### config.mk
export PLATFORM = sky130hd
export DESIGN_NAME = instr_mem_loader
export DESIGN_NICKNAME = d
export VERILOG_FILES = /design/src/rtl/cpu_pkg.sv /design/src/rtl/instr_word_packer.sv /design/src/rtl/instr_mem_loader.sv
export SDC_FILE = /design/constraint.sdc
export NUM_CORES = 1
export LEC_CHECK = 0
export BUFFER_PORTS_ARGS = -buffer_cell sky130_fd_sc_hd__buf_2
export CAP_MARGIN = 20
export CORE_MARGIN = 4
export CORE_UTILIZATION = 45
export CTS_CLUSTER_SIZE = 30
export DETAILED_ROUTE_END_ITERATION = 6
export GPL_TIMING_DRIVEN = 0
export PLACE_DENSITY = 0.76
export SLEW_MARGIN = 20
export SYNTH_ARGS = -nofsm -noshare
export SYNTH_HDL_FRONTEND = slang
export SYNTH_SLANG_ARGS = --single-unit
### constraint.sdc
create_clock -name clk_i -period 2.35 [get_ports clk_i]
set_clock_uncertainty 0.15 [all_clocks]
set_input_delay 0.3525 -clock clk_i [delete_from_list [all_inputs] [get_ports clk_i]]
set_output_delay 0.3525 -clock clk_i [all_outputs]
set_load 0.1 [all_outputs]
### src/rtl/cpu_pkg.sv
// Shared CPU definitions: instruction word width, loader frame marker and the
// loader state encoding. Imported by the loader, its word packer and the CPU's
// instruction memory.
package cpu_pkg;

  localparam int INSTR_W = 32;
  localparam logic [7:0] SYNC_BYTE_DEFAULT = 8'hA5;

  typedef enum logic [2:0] {
    ST_IDLE,
    ST_LEN_HI,
    ST_LEN_LO,
    ST_DATA,
    ST_CSUM,
    ST_RUN,
    ST_ERR
  } loader_state_e;

endpackage

### src/rtl/instr_word_packer.sv
// Assembles four stream bytes into one little-endian instruction word.
// Ports:
//   clk_i, rst_n  clock, asynchronous active-low reset
//   clear         restart at lane 0 (start of a new frame)
//   strobe        a data byte is being accepted this cycle
//   data          the byte being accepted
//   word          assembled word; valid while word_ready is high
//   word_ready    high in the cycle lane 3 is accepted
module instr_word_packer
  import cpu_pkg::*;
(
  input  logic               clk_i,
  input  logic               rst_n,
  input  logic               clear,
  input  logic               strobe,
  input  logic [7:0]         data,
  output logic [INSTR_W-1:0] word,
  output logic               word_ready
);

  logic [1:0]  lane;
  logic [23:0] lower;  // bytes of lanes 0..2, lane 0 ends up in bits [7:0]

  // NOTE: sequential state uses non-blocking assignments so every register
  // samples the pre-edge values of its neighbours.
  always_ff @(posedge clk_i or negedge rst_n) begin
    if (!rst_n) begin
      lane  <= 2'd0;
      lower <= 24'd0;
    end else if (clear) begin
      lane  <= 2'd0;
      lower <= 24'd0;
    end else if (strobe) begin
      lane  <= lane + 2'd1;  // wraps 3 -> 0 after a completed word
      lower <= {data, lower[23:8]};
    end
  end

  // The lane-3 byte is not stored; the word is completed combinationally and
  // captured by the loader's write register on the same edge.
  assign word       = {data, lower};
  assign word_ready = strobe && (lane == 2'd3);

endmodule

### src/rtl/instr_mem_loader.sv
// Boot-time program loader. Receives a framed byte stream
// (SYNC, LEN_HI, LEN_LO, 4*LEN data bytes LSB first, CSUM), writes the words
// to instruction memory from address 0 and releases the CPU only after the
// XOR checksum matches.
// Ports:
//   clk_i, rst_n            clock, asynchronous active-low reset
//   in_data_i/valid/ready   byte stream handshake
//   im_we_o/addr_o/data_o   registered instruction-memory write port
//   cpu_rst_n_o             CPU reset, high only when a program is loaded
//   done_o                  program loaded, CPU running
//   err_o                   last frame rejected
module instr_mem_loader
  import cpu_pkg::*;
#(
  parameter int         IM_AW     = 7,
  parameter logic [7:0] SYNC_BYTE = SYNC_BYTE_DEFAULT
) (
  input  logic               clk_i,
  input  logic               rst_n,
  input  logic [7:0]         in_data_i,
  input  logic               in_valid_i,
  output logic               in_ready_o,
  output logic               im_we_o,
  output logic [IM_AW-1:0]   im_addr_o,
  output logic [INSTR_W-1:0] im_data_o,
  output logic               cpu_rst_n_o,
  output logic               done_o,
  output logic               err_o
);

  localparam logic [16:0] DEPTH = 17'(2 ** IM_AW);

  loader_state_e      state;
  logic [7:0]         len_hi;
  logic [15:0]        len;
  logic [15:0]        word_cnt;
  logic [7:0]         csum;

  logic               accept;
  logic               is_sync;
  logic               frame_start;
  logic               pack_strobe;
  logic [INSTR_W-1:0] pack_word;
  logic               pack_ready;
  logic [15:0]        len_word;

  // NOTE: in_ready_o is a direct function of the registered write strobe, so
  // it is glitch-free and blocks a byte only in the write cycle.
  assign in_ready_o  = !im_we_o;
  assign accept      = in_valid_i && in_ready_o;
  assign is_sync     = (in_data_i == SYNC_BYTE);
  assign frame_start = accept && is_sync &&
                       (state == ST_IDLE || state == ST_RUN || state == ST_ERR);
  assign pack_strobe = accept && (state == ST_DATA);
  assign len_word    = {len_hi, in_data_i};

  instr_word_packer u_packer (
    .clk_i      (clk_i),
    .rst_n      (rst_n),
    .clear      (frame_start),
    .strobe     (pack_strobe),
    .data       (in_data_i),
    .word       (pack_word),
    .word_ready (pack_ready)
  );

  always_ff @(posedge clk_i or negedge rst_n) begin
    if (!rst_n) begin
      state       <= ST_IDLE;
      len_hi      <= 8'd0;
      len         <= 16'd0;
      word_cnt    <= 16'd0;
      csum        <= 8'd0;
      im_we_o     <= 1'b0;
      im_addr_o   <= '0;
      im_data_o   <= '0;
      cpu_rst_n_o <= 1'b0;
      done_o      <= 1'b0;
      err_o       <= 1'b0;
    end else begin
      im_we_o <= 1'b0;

      // Any accepted sync outside a frame restarts loading; the CPU is put
      // back into reset and the status flags clear on the same edge.
      if (frame_start) begin
        state       <= ST_LEN_HI;
        csum        <= 8'd0;
        word_cnt    <= 16'd0;
        done_o      <= 1'b0;
        err_o       <= 1'b0;
        cpu_rst_n_o <= 1'b0;
      end else if (accept) begin
        case (state)
          ST_LEN_HI: begin
            len_hi <= in_data_i;
            csum   <= csum ^ in_data_i;
            state  <= ST_LEN_LO;
          end
          ST_LEN_LO: begin
            len  <= len_word;
            csum <= csum ^ in_data_i;
            if ({1'b0, len_word} > DEPTH) begin
              state <= ST_ERR;
              err_o <= 1'b1;
            end else if (len_word == 16'd0) begin
              state <= ST_CSUM;
            end else begin
              state <= ST_DATA;
            end
          end
          ST_DATA: begin
            csum <= csum ^ in_data_i;
            if (pack_ready) begin
              im_we_o   <= 1'b1;
              im_addr_o <= word_cnt[IM_AW-1:0];
              im_data_o <= pack_word;
              word_cnt  <= word_cnt + 16'd1;
              if (word_cnt == len - 16'd1) state <= ST_CSUM;
            end
          end
          ST_CSUM: begin
            if (in_data_i == csum) begin
              state       <= ST_RUN;
              done_o      <= 1'b1;
              cpu_rst_n_o <= 1'b1;
            end else begin
              state <= ST_ERR;
              err_o <= 1'b1;
            end
          end
          default: ;  // IDLE, RUN, ERR: non-sync bytes are discarded
        endcase
      end
    end
  end

endmodule
==> key figures, run 1 <==
Timing
  • Setup TNS: -0.8201 ns
  • Final setup viols: 10
  • Unrepaired setup endpoints after global routing: yes
  • Final WS setup: -0.1537 ns
  • Slew HR: 0.5339
  • Crit share post-route: 1.065
  • Final Hold Fails: 0
  • Minimum clock period after layout: approximately 2.5 ns
  • F_max: 0.3994 GHz
  • Worst-margin pin slew: between 0.6 and 0.7 ns
  • Final Max Slew Viols: 0

Synthesis
  • Largest family of logic cells by synthesized area: simple AND/OR/NAND/NOR gates
  • Post-synth EDFFs: 0
  • Mux cell area share after synthesis: 0.09158
  • Synth Warn #: 0
  • Adder-cell share of the synthesized area: 0.006464
  • Xor/xnor cell area share of the yosys netlist: 0.06787
  • Synth Register Bits: 119
  • Synth Flop Type: dfrtp_1
  • Sequential area share after synthesis: 0.5128
  • Mapped Avg Cell Area: 9.977 um2
  • Post-synthesis simple-gate area fraction: 0.2081
  • Syn Inst Count: about 580
  • Synth Area in Compound Gates: 0.07735
  • Mapped Area: ~5800 um2
  • Count of different cell masters after synthesis: 52
  • Syn nets: approximately 600
  • Ys async rst share: 1.000

Placement
  • Area after DPL: ~6300 um2
  • PortBufs: between 40 and 50
  • Routability cong.: 0.9053
  • Final HPWL from detailed placement: 9472 um

Routing
  • DR pass1 iterations: 5
  • Routed WL: 14810 um
  • DR WL/cell: 17.47 um
  • Via/cell ratio: 5.504
  • DRC viols: 0
  • Initial DRC count: between 200 and 250
  • Final ANT Viol Nets: 0
  • Via count: 4667

Finish
  • Synthesis-to-finish area growth: 27.56%
  • Post-route cell area: 7407 um2
  • # nets final: a little under 700
  • Layout cells sized above 1: 0.2751
  • Antenna cells: 0

Global route
  • Global-route wire length before repair: 24760 um
  • Total GRT Usage: 0.2126
  • Vias in the first global route: 4886
  • Largest net degree at the start of global routing: 86
  • Initial antenna violation count: 0
  • Global route total overflow: 0

Floorplan
  • Die area: 14790 um2
  • Core Area: 12620 um2
  • Die X: 121.6 um
  • IO Count: 55
  • Row count: slightly above 40
  • Die height: 121.6 um
  • Starting Density: 0.4601

Power
  • LEAKAGE: 3.513 nW
  • Total Power: roughly 7.4 mW
  • Pwr dens: 997.3 nW/um2
  • Peak supply drop: 0.0005092 V

Worst setup path
  • FF-to-FF path depth: 7
  • Crit path DAT: 2.66 ns
  • CP required: 2.50 ns
  • Max FO, Critical Path: 8
  • CP endpoint: state[1]
  • Reg-to-reg slack, setup: -0.12 ns
  • CP Capture Type: register
  • Critical Path Start Type: input port
  • Setup crit start: in_data_i[6]
  • Reg2reg end: state[1]
  • Crit path kind: in -> reg
  • RR Startpoint: state[0]

Clock tree
  • Worst-Skew Late Latency: a little over 0.4 ns
  • CTS tree: built
  • Clock buffer depth: 2
  • CTS Sinks: roughly 120
  • Max H-tree Level: 4
  • Clock transition at path regs: 0.06 ns
  • Root buffer cell: clkbuf_16
  • CTS buffer count: 17

Flow run
  • Max-cap violations: 0

Worst hold path
  • Hold Crit Class: in -> reg
  • Worst hold stages: 3

Run status
  • Failing checks: setup timing
  • Status: complete, but fails checks
## power by group
| group | internal (mW) | leakage, nW | total [mW] | switching (mW) |
|---|---|---|---|---|
| combinational | 0.868 | 1.60 | 1.77 | 0.902 |
| sequential | 2.39 | 1.61 | 2.81 | 0.420 |
| clock | 1.84 | 0.307 | 2.81 | 0.970 |
| total | 5.10 | 3.51 | 7.39 | 2.29 |
## how the worst min path moves through the flow
stage | start | end
after floorplan | rst_n | csum[0]
after global routing | in_data_i[4] | im_data_o[28]
final | in_data_i[4] | im_data_o[28]
after global placement | im_data_o[17] | im_data_o[17]
after detailed placement | rst_n | im_addr_o[5]
after CTS | in_data_i[4] | im_data_o[28]
## state kept, by name, indices dropped and copies added, names as in the netlist, 2 cells and up
| name | count |
|---|---|
| len_hi | 8 |
| im_addr_o | 7 |
| word_cnt | 16 |
| u_packer.lower | 24 |
| len | 16 |
| im_data_o | 32 |
| u_packer.lane | 2 |
| csum | 8 |
| state | 3 |
## cells in the mapped netlist (3+ instances only)
cell       instances  area share
dfrtp_1          119        0.51
a2111oi_1          4      0.0069
inv_1              6      0.0039
mux2i_1           25       0.043
nor2_1            52       0.034
nand2b_1           3      0.0032
or3_1              3      0.0032
buf_2              3      0.0026
ha_1               3      0.0065
clkbuf_1          30       0.019
nand3_1            8      0.0069
nand4_1           11       0.012
buf_6              3      0.0058
nand2_1          135       0.087
o21ai_0           14       0.012
o21a_1             3      0.0039
or4_1              4      0.0052
xnor2_1           33       0.050
nor4_1            11       0.012
nor2b_1            4      0.0043
nor3_1            11      0.0095
a2111oi_4          3       0.014
a21o_1             8       0.010
nor3b_1           11       0.014
a21oi_1            3      0.0026
xor2_1            12       0.018
a22o_1             4      0.0060
a211oi_1           4      0.0052
mux2_2            25       0.048
## kinds of logic (layout without fill, tap and decap cells)
kind of cell | after synthesis | count (layout)
and+or+nand+nor | 265 | 265
DFF | 119 | 119
AOI/OAI and AO/OA | 53 | 53
muxes | 50 | 50
buffers and inverters | 47 | 141
xor gates and xnor gates | 45 | 45
adders and majority gates | 3 | 3
## final cells by class
class / instances / area (um2)
buffer: 35 / 201.4
clock buffer: 19 / 452.9
clock inverter: 13 / 191.4
fill: 1031 / 5213
inverter: 7 / 30.03
multi-input combinational: 416 / 2889
sequential: 119 / 2987
tap: 172 / 215.2
timing repair buffer: 67 / 440.4
## per-stage QoR
stage,instances,setup WS (ns),util,hold slack (ns)
floorplan,582,-0.4233,-,-0.09309
global placement,802,-0.9228,0.4991,0.3067
detailed placement,803,-0.7136,0.5018,0.1244
CTS,844,-0.1259,0.5795,0.04749
global route,848,-0.2417,0.5870,0.05291
finish,848,-0.1537,0.5870,0.04893
## what timing repair did
| item | in CTS | in global routing |
|---|---|---|
| pin swaps | 13 | 16 |
| endpoints found under the setup margin | 94 | 79 |
| cloned | 0 | 0 |
| gates resized for setup | 44 | 27 |
| hold endpoints to repair | 34 | 0 |
| buffers inserted | 12 | 6 |
| hold buffers | 1 | 0 |
## layout by cell type, fill, tap and decap left out, drive strengths merged, types with 11 or more instances in the layout
master,count
nor4,11
nand4,11
nor3,11
nor2,52
o21ai,14
nand2,135
mux2i,25
xnor2,33
dfrtp,119
nor3b,11
buf,74
clkbuf,46
xor2,12
mux2,25
## per-layer routing
layer / up-vias / wire [um] / GRT usage
li1: 2130 / - / -
met1: 2338 / 6286 / 0.2690
met2: 162 / 7451 / 0.3613
met3: 37 / 738 / 0.04178
met4: 0 / 337 / 0.08263
met5: - / 0 / 0
## worst max-delay path: stages
cell and delay [ns]:
buf_2 0.18, or4_4 0.61, or4_4 0.61, buf_12 0.16
a221oi_4 0.31, nand4_1 0.20, a22o_1 0.24
No activity file was read; power rests on OpenSTA's default activity.
==> run 2: changes to the inputs <==
--- a/config.mk
+++ b/config.mk
@@ -14,3 +14,4 @@
 export GPL_TIMING_DRIVEN = 0
-export PLACE_DENSITY = 0.76
+export PLACE_DENSITY = 0.71
+export SKIP_LAST_GASP = 1
 export SLEW_MARGIN = 20
==> constraint.sdc (replaced) <==
create_clock -name clk_i -period 2.35 [get_ports clk_i]
set_clock_uncertainty 0.15 [all_clocks]
set_input_delay 0.1175 -clock clk_i [delete_from_list [all_inputs] [get_ports clk_i]]
set_output_delay 0.1175 -clock clk_i [all_outputs]
set_load 0.1 [all_outputs]
==> run 2 against run 1 <==
  * Flip-flop and latch count stayed put
  * Total power up 0.18%
  * Sequential share of layout area fell by 0.44 points
  * The flow still finishes with violations (setup timing)
  * Worst setup slack improved by 0.082 ns
  * Via count down 1.9%
  * First-iteration DRC count down 15%
  * Clock power about the same
  * Register-to-register slack improved by 0.05 ns
==> key figures, run 2 (same netlist as run 1, synthesis figures left out) <==
Finish
  • # nets final: 687 (was 677)
  • Sequential cell area: 2989 um2 (was 2987 um2)
  • Fin util: 0.5939 (was 0.5870)
  • Synthesis-to-finish area growth: 29.07% (was 27.56%)
  • Footprint of the multi-input gates: 2882 um2 (was 2889 um2)
  • Fill count: 1090 (was 1031)
  • Top reg by flops: im_data_o (unchanged)
  • Fin cells: 858 (was 848)
  • Antenna cells: 0 (unchanged)
  • Post-route cell area: 7495 um2 (was 7407 um2)
  • Max reg flops: 32 (unchanged)
  • Commonest non-fill, non-tap cell in the layout: nand2_1 (unchanged)
  • Regs by FF count: im_data_o (32), u_packer.lower (24) (unchanged)
  • Most frequent cells in the layout: 132 x nand2_1, 112 x dfrtp_1, 51 x nor2_1 (was 132 x nand2_1, 114 x dfrtp_1, 50 x buf_2, 50 x nor2_1, 33 x xnor2_1)
  • Layout cells sized above 1: 0.2741 (was 0.2751)

Flow run
  • Max-cap violations: 0 (unchanged)

Timing
  • Worst-margin pin slew: 0.6124 ns (was 0.6992 ns)
  • Crit share post-route: 1.031 (was 1.065)
  • Final setup viols: 7 (was 10)
  • Slew HR: 0.5917 (was 0.5339)
  • Hold_ws: 0.0007074 ns (was 0.04893 ns)
  • F_max: 0.4129 GHz (was 0.3994 GHz)
  • Final WS setup: -0.07196 ns (was -0.1537 ns)
  • Minimum clock period after layout: 2.422 ns (was 2.504 ns)
  • Final Max Slew Viols: 0 (unchanged)
  • Unrepaired setup endpoints after global routing: yes (unchanged)
  • Final Hold Fails: 0 (unchanged)

Floorplan
  • IO Count: 55 (unchanged)
  • Starting Density: 0.4601 (unchanged)
  • Die X: 121.6 um (unchanged)
  • Row count: 41 (unchanged)
  • Die height: 121.6 um (unchanged)
  • Die area: 14790 um2 (unchanged)
  • Core Area: 12620 um2 (unchanged)

Worst hold path
  • Hold Crit Class: in -> reg (unchanged)

Worst setup path
  • CP Cell Sequence: nor3_4 > a21oi_2 > or4_4 > buf_12 > a221oi_4 > nand4_1 > a22o_1 (was buf_2 > or4_4 > or4_4 > buf_12 > a221oi_4 > nand4_1 > a22o_1)
  • Max FO, Critical Path: 4 (was 8)
  • CP Buf/Inv Count: 1 (was 2)
  • Slowest cell on crit path: or4_4 (unchanged)
  • Critical path's top delay family: simple AND/OR/NAND/NOR gates (unchanged)
  • Crit path kind: reg -> reg (was in -> reg)
  • Crit path DAT: 2.57 ns (was 2.66 ns)
  • Slowest cell delay on critical path: 0.56 ns (was 0.61 ns)
  • CP required: 2.50 ns (about the same)
  • CP Capture Type: register (unchanged)
  • Critical Path Start Type: register (was input port)

Placement
  • Cells after DPL: 803 (unchanged)
  • Final HPWL from detailed placement: 9596 um (was 9472 um)
  • Area after DPL: 6332 um2 (unchanged)
  • PortBufs: 48 (unchanged)
  • Routability cong.: 0.8738 (was 0.9053)

Clock tree
  • Max H-tree Level: 4 (unchanged)
  • CTS tree: built (unchanged)
  • Worst-Skew Late Latency: 0.42 ns (was 0.41 ns)
  • CTS Sinks: 119 (unchanged)
  • Clock buffer depth: 2 (unchanged)
  • CTS buffer count: 17 (unchanged)
  • Root buffer cell: clkbuf_16 (unchanged)
  • Clock transition at path regs: 0.05 ns (was 0.06 ns)

Global route
  • Global-route wire length before repair: 24450 um (was 24760 um)
  • Largest net degree at the start of global routing: 66 (was 86)
  • Vias in the first global route: 4816 (was 4886)
  • Global route total overflow: 0 (unchanged)
  • Initial antenna violation count: 0 (unchanged)
  • Total GRT Usage: 0.2114 (was 0.2126)

Routing
  • Routed WL: 14420 um (was 14810 um)
  • Final ANT Viol Nets: 0 (unchanged)
  • Highest routed layer: met4 (unchanged)
  • DR WL/cell: 16.81 um (was 17.47 um)
  • DRC viols: 0 (unchanged)
  • Via/cell ratio: 5.337 (was 5.504)
  • DR pass1 iterations: 5 (unchanged)
  • Via count: 4579 (was 4667)
  • Initial DRC count: 201 (was 237)
  • Met3 routed WL: 679 um (was 738 um)
  • WL met1: 6282 um (was 6286 um)
  • Met2 WL: 7180 um (was 7451 um)

Power
  • LEAKAGE: 3.571 nW (was 3.513 nW)
  • Peak supply drop: 0.0005375 V (was 0.0005092 V)
  • Total Power: 7.400 mW (was 7.387 mW)
  • Pwr dens: 987.4 nW/um2 (was 997.3 nW/um2)

Run status
  • Failing checks: setup timing (unchanged)
  • Status: complete, but fails checks (unchanged)
## run 2: worst reg2reg max path: stages (launching register included)
cell	delay, ns
dfrtp_2	0.45
nor3_4	0.21
a21oi_2	0.05
or4_4	0.56
buf_12	0.16
a221oi_4	0.31
nand4_1	0.19
a22o_1	0.24
## run 2: stage by stage
stage	setup WS, ns	setup TNS (ns)
6_report	-0.07196	-0.3036
5_1_grt	-0.2060	-1.248
4_1_cts	-0.07791	-0.6873
3_5_place_dp	-0.7798	-38.13
3_3_place_gp	-0.7202	-71.89
2_1_floorplan	-0.4233	-13.00
## run 2: repair_timing
action / in CTS / in global routing
setup buffers: 17 / 4
gates resized for setup: 38 / 35
pin swaps: 12 / 19
setup endpoints to repair: 94 / 83
hold buffers: 7 / 0
hold endpoints to repair: 82 / 0
## run 2: layout make-up
cell class                      count  share of cell area
Multi-Input combinational cell    416              0.3845
Clock inverter                     11             0.02254
Sequential cell                   119              0.3988
Inverter                            7            0.004007
Timing Repair Buffer               77             0.07112
Tap cell                          172             0.02871
Clock buffer                       21             0.06277
Buffer                             35             0.02755
## run 2: path summary, 6_finish.rpt
kind                         startpoint       endpoint  slack, ns  depth (start not counted)
max reg2reg                    state[0]       state[1]      -0.07                          7
max                            state[0]       state[1]      -0.07                          7
min in group asynchronous         rst_n   im_data_o[2]       0.11                          2
min reg2reg                im_data_o[5]   im_data_o[5]       0.32                          2
max in group asynchronous         rst_n       state[0]       1.25                          3
min                        in_data_i[5]  im_data_o[29]     0.0007                          3
## run 2: power breakdown
part,switching [mW],internal [mW],leakage [nW]
Sequential,0.411,2.39,1.60
Combinational,0.889,0.916,1.65
Clock,0.934,1.86,0.314
## run 2: routing by layer
| layer | GRT usage | vias up |
|---|---|---|
| met3 | 0.04457 | 21 |
| met5 | 0 | - |
| met2 | 0.3447 | 111 |
| met1 | 0.2807 | 2291 |
| li1 | - | 2156 |
| met4 | 0.07563 | 0 |
